===== src/rtl/riscv_pkg.sv =====
// Shared types and constants for the fetch front end.
// Instruction width, PC step and the fetch queue entry layout.
package riscv_pkg;
  localparam int XLEN    = 64;
  localparam int INSTR_W = 32;
  localparam int PC_STEP = 4;

  typedef struct packed {
    logic [XLEN-1:0]    pc;
    logic [INSTR_W-1:0] data;
    logic               err;
    logic               filled;
  } fetch_entry_t;
endpackage


===== src/rtl/fetch_queue.sv =====
// Instruction fetch front end: sequential request issue, in-order
// response buffering and redirect flush with stale-response dropping.
module fetch_queue
  import riscv_pkg::*;
#(
  parameter int              XLEN     = riscv_pkg::XLEN,
  parameter logic [XLEN-1:0] RESET_PC = '0,
  parameter int              DEPTH    = 4
) (
  input  logic               clk,
  input  logic               rst,
  input  logic               redirect_valid_i,
  input  logic [XLEN-1:0]    redirect_pc_i,
  output logic               imem_req_valid_o,
  input  logic               imem_req_ready_i,
  output logic [XLEN-1:0]    imem_req_addr_o,
  input  logic               imem_rsp_valid_i,
  input  logic [INSTR_W-1:0] imem_rsp_data_i,
  input  logic               imem_rsp_err_i,
  output logic               inst_valid_o,
  input  logic               inst_ready_i,
  output logic [INSTR_W-1:0] inst_o,
  output logic [XLEN-1:0]    inst_pc_o,
  output logic               inst_err_o
);

  localparam int PW = (DEPTH > 1) ? $clog2(DEPTH) : 1;
  localparam int CW = $clog2(DEPTH + 1);

  logic [XLEN-1:0]    fetch_pc;
  logic               run;
  logic [XLEN-1:0]    pc_q   [DEPTH];
  logic [INSTR_W-1:0] data_q [DEPTH];
  logic [DEPTH-1:0]   err_q;
  logic [DEPTH-1:0]   filled_q;
  logic [PW-1:0]      alloc_ptr;
  logic [PW-1:0]      fill_ptr;
  logic [PW-1:0]      rd_ptr;
  logic [CW-1:0]      count;
  logic [CW-1:0]      drop_cnt;
  // allocated but not yet filled; disambiguates alloc_ptr == fill_ptr
  logic [CW-1:0]      pend_cnt;

  logic credit;
  logic issue;
  logic rsp_drop;
  logic rsp_fill;
  logic rsp_fire;
  logic consume;

  assign credit = ((CW+1)'(count) + (CW+1)'(drop_cnt))
                < (CW+1)'(DEPTH);
  assign imem_req_valid_o = run & credit;
  assign imem_req_addr_o  = run ? fetch_pc : '0;
  assign issue    = imem_req_valid_o & imem_req_ready_i;
  assign rsp_drop = imem_rsp_valid_i & (drop_cnt != '0);
  assign rsp_fill = imem_rsp_valid_i & (drop_cnt == '0)
                  & (pend_cnt != '0);
  assign rsp_fire = rsp_drop | rsp_fill;

  assign inst_valid_o = (count != '0) & filled_q[rd_ptr];
  assign inst_o       = data_q[rd_ptr];
  assign inst_pc_o    = pc_q[rd_ptr];
  assign inst_err_o   = err_q[rd_ptr];
  assign consume      = inst_valid_o & inst_ready_i;

  always_ff @(posedge clk or posedge rst) begin
    if (rst) begin
      fetch_pc  <= RESET_PC;
      run       <= 1'b0;
      err_q     <= '0;
      filled_q  <= '0;
      alloc_ptr <= '0;
      fill_ptr  <= '0;
      rd_ptr    <= '0;
      count     <= '0;
      drop_cnt  <= '0;
      pend_cnt  <= '0;
      for (int i = 0; i < DEPTH; i++) begin
        pc_q[i]   <= '0;
        data_q[i] <= '0;
      end
    end else begin
      run <= 1'b1;
      if (redirect_valid_i) begin
        fetch_pc  <= redirect_pc_i & ~XLEN'(3);
        filled_q  <= '0;
        alloc_ptr <= '0;
        fill_ptr  <= '0;
        rd_ptr    <= '0;
        count     <= '0;
        pend_cnt  <= '0;
        drop_cnt  <= drop_cnt + pend_cnt
                   + CW'(issue) - CW'(rsp_fire);
      end else begin
        if (issue) begin
          pc_q[alloc_ptr]     <= fetch_pc;
          filled_q[alloc_ptr] <= 1'b0;
          alloc_ptr           <= alloc_ptr + 1'b1;
          fetch_pc            <= fetch_pc + XLEN'(PC_STEP);
        end
        if (rsp_fill) begin
          data_q[fill_ptr]   <= imem_rsp_data_i;
          err_q[fill_ptr]    <= imem_rsp_err_i;
          filled_q[fill_ptr] <= 1'b1;
          fill_ptr           <= fill_ptr + 1'b1;
        end
        if (consume) begin
          filled_q[rd_ptr] <= 1'b0;
          rd_ptr           <= rd_ptr + 1'b1;
        end
        count    <= count + CW'(issue) - CW'(consume);
        pend_cnt <= pend_cnt + CW'(issue) - CW'(rsp_fill);
        if (rsp_drop) drop_cnt <= drop_cnt - 1'b1;
      end
    end
  end

endmodule


===== config.mk =====
export PLATFORM = sky130hd
export DESIGN_NAME = fetch_queue
export DESIGN_NICKNAME = d
export VERILOG_FILES = /design/src/rtl/riscv_pkg.sv /design/src/rtl/fetch_queue.sv
export SDC_FILE = /design/constraint.sdc
export NUM_CORES = 1
export LEC_CHECK = 0
export ABC_AREA = 0
export CAP_MARGIN = 20
export CORE_MARGIN = 5
export CORE_UTILIZATION = 50
export CTS_CLUSTER_SIZE = 30
export DETAILED_ROUTE_END_ITERATION = 7
export PLACE_DENSITY = 0.81
export SYNTH_ARGS = -nofsm -noshare
export SYNTH_HDL_FRONTEND = slang
export SYNTH_SLANG_ARGS = --single-unit

===== constraint.sdc =====
create_clock -name clk -period 14.95 [get_ports clk]
set_input_delay 2.2425 -clock clk [delete_from_list [all_inputs] [get_ports clk]]
set_output_delay 2.2425 -clock clk [all_outputs]
set_load 0.01 [all_outputs]

* Yosys cells after proc, flatten, opt, wreduce, memory -nomap -nowiden
Index checks and enable logic that the tools add are counted.
** Word-level totals
- Register bits after elaboration :: 472
- Output and inout bits :: 163
- Word-level logic and storage cells :: 117
** Operators by class
- $add $sub $neg :: 13
- Magnitude comparators :: 12
- Muxes and demuxes :: 42
- Bitwise logic cells :: 17
- Reduce and logical (&&, ||, !) cells :: 15
** Operators by type and width (count)
- $mux W64 :: 6
- $bwmux W256 :: 1
- $bmux W64 S2 :: 1
- $bwmux W128 :: 1
- $demux W64 S2 :: 1
- $mux W32 :: 3
- $add A64 B3 Y64 const B :: 1
- $bmux W32 S2 :: 1
- $demux W32 S2 :: 1
- $mux W4 :: 6
- $mux W2 :: 6
- $mux W3 :: 4
- $add A3 B1 Y3 :: 3
- $ge A3 B3 Y1 const B :: 3
- $lt A2 B3 Y1 const B :: 3
- $not A2 Y3 :: 3
- $reduce_bool A3 Y1 :: 3
- $sub A3 B1 Y3 :: 3
- $and A4 B4 Y4 :: 2
- $not A4 Y4 :: 2
- $reduce_bool A2 Y1 :: 4
- $and A1 B1 Y1 :: 7
- $add A2 B1 Y2 const B :: 3
- $demux W1 S2 :: 3
- other kinds (15) :: 28

* Longest topological paths before layout
- Depth after elaboration :: 14
- Depth in mapped cells :: 13
- Mapped depth without buffers :: 13

* Least setup slack after synthesis
Ideal clock, no wire load.
- Kind :: register to output
- Start :: register rd_ptr[0]
- End :: output inst_pc_o[35]
- Data arrival time :: 2246 ps
- Slack :: 10461 ps
- Cell stages (with the launch flop) :: 5
- Path buffers :: 3
- Cells stage by stage :: dfrtp_1 clkbuf_1 clkbuf_1 buf_1 mux4_2
** Between the ends
- Cells in the longest elaborated chain, start to end :: 4
** Ends and longest elaborated chain
- start: declaration :: RTL line fetch_queue.sv:38 : logic [PW-1:0] rd_ptr;
- start signal: assignment :: RTL line fetch_queue.sv:110 : rd_ptr <= rd_ptr + 1'b1;
- $not A2 Y3 (implied by the code) :: RTL line fetch_queue.sv:63 : assign inst_pc_o = pc_q[rd_ptr];
- $bmux W64 S2 :: RTL line fetch_queue.sv:63
- $mux W64 (implied by the code) (2 in a row) :: RTL line fetch_queue.sv:63
- end: declaration :: RTL line fetch_queue.sv:23 : output logic [XLEN-1:0] inst_pc_o,
No other way between the ends. The select of a mux whose other input is x is not followed.

* Worst setup path after layout
- Start :: register rd_ptr[1]
- End :: output inst_valid_o
** Between the ends
- Cells in the longest elaborated chain, start to end :: 3
** Ends and longest elaborated chain
- $bmux W1 S2 :: RTL line fetch_queue.sv:61 : assign inst_valid_o = (count != '0) & filled_q[rd_ptr];
- $mux W1 (implied by the code) :: RTL line fetch_queue.sv:61
- $and A1 B1 Y1 :: RTL line fetch_queue.sv:61
- end: declaration :: RTL line fetch_queue.sv:20 : output logic inst_valid_o,
No other way between the ends. The select of a mux whose other input is x is not followed.

==> impl_metrics.json <==
{
  "seq_area_frac_synth_pct": 52.7,
  "p_total_w": 0.00382,
  "required_ps": 12710,
  "synth-seq-cells": 462,
  "synthMuxAreaShare_pct": 29.5,
  "antenna_left": 0,
  "cts_max_path_buffers": 3,
  "r2r_end": "pc_q[115]",
  "fin_cells": 2425,
  "max_freq_mhz": 176,
  "peakVddDrop_uv": 91.6,
  "drtPass1Iterations": 6,
  "fin_crit_sh_pct": 38.1,
  "yosys.area_share.xor_xnor_pct": 1.76,
  "grt_pass1_wl_um": 86500,
  "first_iter_violations": 918,
  "cp_slowest_stage_delay_ps": 890,
  "synth_adder_area_share_pct": 1.68,
  "worst_slew_pin_slew_ps": 1130,
  "finalSetupTns_ps": 0,
  "cts_root_buffer": "clkbuf_16",
  "grtUsageTotal_pct": 22.7,
  "layout_min_cycle_time_ps": 5690,
  "area_growth_pct": 20.7,
  "cts-htree-levels": 2,
  "r2r_cells": 6,
  "drt_wl_total_um": 54000,
  "setup_viol": 0,
  "grt_setup_unrepaired": "false",
  "die_w_um": 220,
  "hold_viol": 0,
  "hp-class": "reg2reg",
  "grt_remaining_overflow": 0,
  "hold_buffers": 0,
  "skew_ps": 27.9,
  "r2r-start": "run",
  "dpl.hpwl_um": 33500,
  "clkPwrFrac_pct": 31.1,
  "yosysWarningCount": 0,
  "post-place-cells": 2330,
  "dieArea_um2": 48200,
  "fin_nets": 1931,
  "whs_path_depth": 1,
  "outcome": "complete, no violations",
  "async_flop_share_pct": 100,
  "synth_edf_count": 0,
  "post_cts_resized": 0,
  "power.internal_w": 0.00277,
  "drive_gt1_share_pct": 32.3,
  "holdWs_ps": 498,
  "drt-vias-per-instance": 5.83,
  "antenna_found_initial": 1,
  "critPathKind": "reg2out",
  "die_y_um": 220,
  "whs_endpoint": "pc_q[83]",
  "dr_total_vias": 14100,
  "n_antenna_cell": 0,
  "relSlewSlack_pct": 24.4,
  "switching_share_pct": 27.5,
  "cp.arrival_ps": 3450,
  "pwr-share-comb_pct": 26.1,
  "p_seq_share_pct": 42.8,
  "rrSetupSlack_ps": 10650,
  "pin_count": 266,
  "layout_common_cells": "dfrtp_1 (459), mux2_2 (381), clkdlybuf4s50_1 (258)",
  "port_buffers": 259,
  "rows": 76,
  "initial_utilization_pct": 50.7,
  "grt_pass1_vias": 15100,
  "min_from": "pc_q[83]",
  "drv_slew": 0,
  "crit_slowest_cell": "dfrtp_4",
  "clk_pin_slew_ps": 60,
  "worstPathMaxFanout": 58,
  "synth.distinct_cells": 57,
  "postCtsSetupBuffers": 0,
  "cap_violations": 0,
  "cts_sinks": 462,
  "final_common_cell": "dfrtp_1",
  "synth_area_um2": 21900,
  "syn_inst": 1618,
  "powerDensity_nw_per_um2": 144,
  "synthFlopType": "dfrtp_1",
  "place.gp.congestion": 0.805,
  "clkLatencyLatePin_ps": 600,
  "power_leakage_nw": 11.7,
  "drc": 0,
  "synth-compound-area-share_pct": 2.76,
  "grt_max_degree": 181,
  "p_switching_w": 0.00105,
  "cts_tree": "yes",
  "cts_made_buffers": 49,
  "cp-start-kind": "register",
  "yosys.area_share.simple_pct": 8.26,
  "crit_chain": "buf_4, mux4_2, o31a_1, clkdlybuf4s50_1",
  "cp-end-kind": "primary output",
  "syn_area_per_cell_um2": 13.6,
  "wl_per_cell_um": 22.3,
  "synth_top_family_by_area": "multiplexers",
  "core_area_um2": 43300
}
-- sequential cells by signal, summed over array words and instances (netlist names), 2 cells and up --
| name | count |
|---|---|
| pc_q | 248 |
| data_q | 128 |
| fetch_pc | 62 |
| err_q | 4 |
| filled_q | 4 |
| count | 3 |
| drop_cnt | 3 |
| pend_cnt | 3 |
| alloc_ptr | 2 |
| fill_ptr | 2 |
| rd_ptr | 2 |
-- cells by family after synthesis --
logic type / count (synthesis)
muxes: 479
xor gates and xnor gates: 44
other: 2
adders and majority gates: 27
AOI/OAI and AO/OA: 102
DFF: 462
and+or+nand+nor: 331
buffers and inverters: 171
-- metrics by stage --
stage                     setup slack (ps)  utilization [%]  instance area, µm²
after floorplan                       6450                -               22000
after global placement                9060             57.3               24800
after detailed placement              8940             57.3               24800
after CTS                             9130             61.0               26400
after global routing                  9040             61.2               26500
final                                 9260             61.2               26500
-- area by class of cell --
| cell class | instances | area (µm²) |
|---|---|---|
| Timing Repair Buffer | 274 | 2790 |
| Inverter | 26 | 101 |
| Sequential cell | 462 | 11600 |
| Multi-Input combinational cell | 988 | 9700 |
| Clock inverter | 13 | 138 |
| Tap cell | 585 | 732 |
| Clock buffer | 77 | 1470 |
| Fill cell | 3251 | 16800 |
-- cells in the mapped netlist, drive strengths merged, types with 26 or more instances --
cell type | number | area (µm²)
dfrtp | 462 | 11600
mux2 | 381 | 4290
clkbuf | 115 | 463
mux4 | 96 | 2160
nand2 | 78 | 293
and2 | 70 | 440
o21ai | 49 | 245
nor2 | 39 | 146
xnor2 | 35 | 307
nand4 | 30 | 188
buf | 29 | 165
inv | 26 | 97.6
-- power by group through the flow --
stage	Sequential (W)	Clock [W]	Combinational, W
4_1_cts	0.00163	0.00122	0.00100
6_report	0.00163	0.00119	0.000997
3_5_place_dp	0.00165	0	0.000996
5_1_grt	0.00166	0.00127	0.00107
3_3_place_gp	0.00163	0	0.000974
2_1_floorplan	0.00158	0	0.000594
-- worst max-delay path by stage --
stage                           from             to  slack, ps  depth (start not counted)
finish                     rd_ptr[1]   inst_valid_o       9260                          4
global route               rd_ptr[0]  inst_pc_o[26]       9040                          3
CTS                        rd_ptr[1]   inst_valid_o       9130                          4
detailed placement  imem_req_ready_i       pc_q[86]       8940                          6
global placement    imem_req_ready_i      pc_q[231]       9060                          6
floorplan                        rst   alloc_ptr[0]       6450                          1
-- critical path, delay by kind of cell, from the launching register on --
| kind | cells | cell delay (ps) |
|---|---|---|
| compound gates | 1 | 150 |
| mux | 1 | 360 |
| buf+inv | 2 | 1450 |
| flops | 1 | 890 |
-- metal layers --
layer  GRT usage [%]  wire (µm)  vias to the layer above
met1            31.2      23100                     7431
met3            3.87       2860                       74
met4            6.05       1070                        2
li1                -          -                     6236
met5               0         13                        -
met2            37.7      26900                      395
Note: power is estimated with default switching activity, not from simulation.
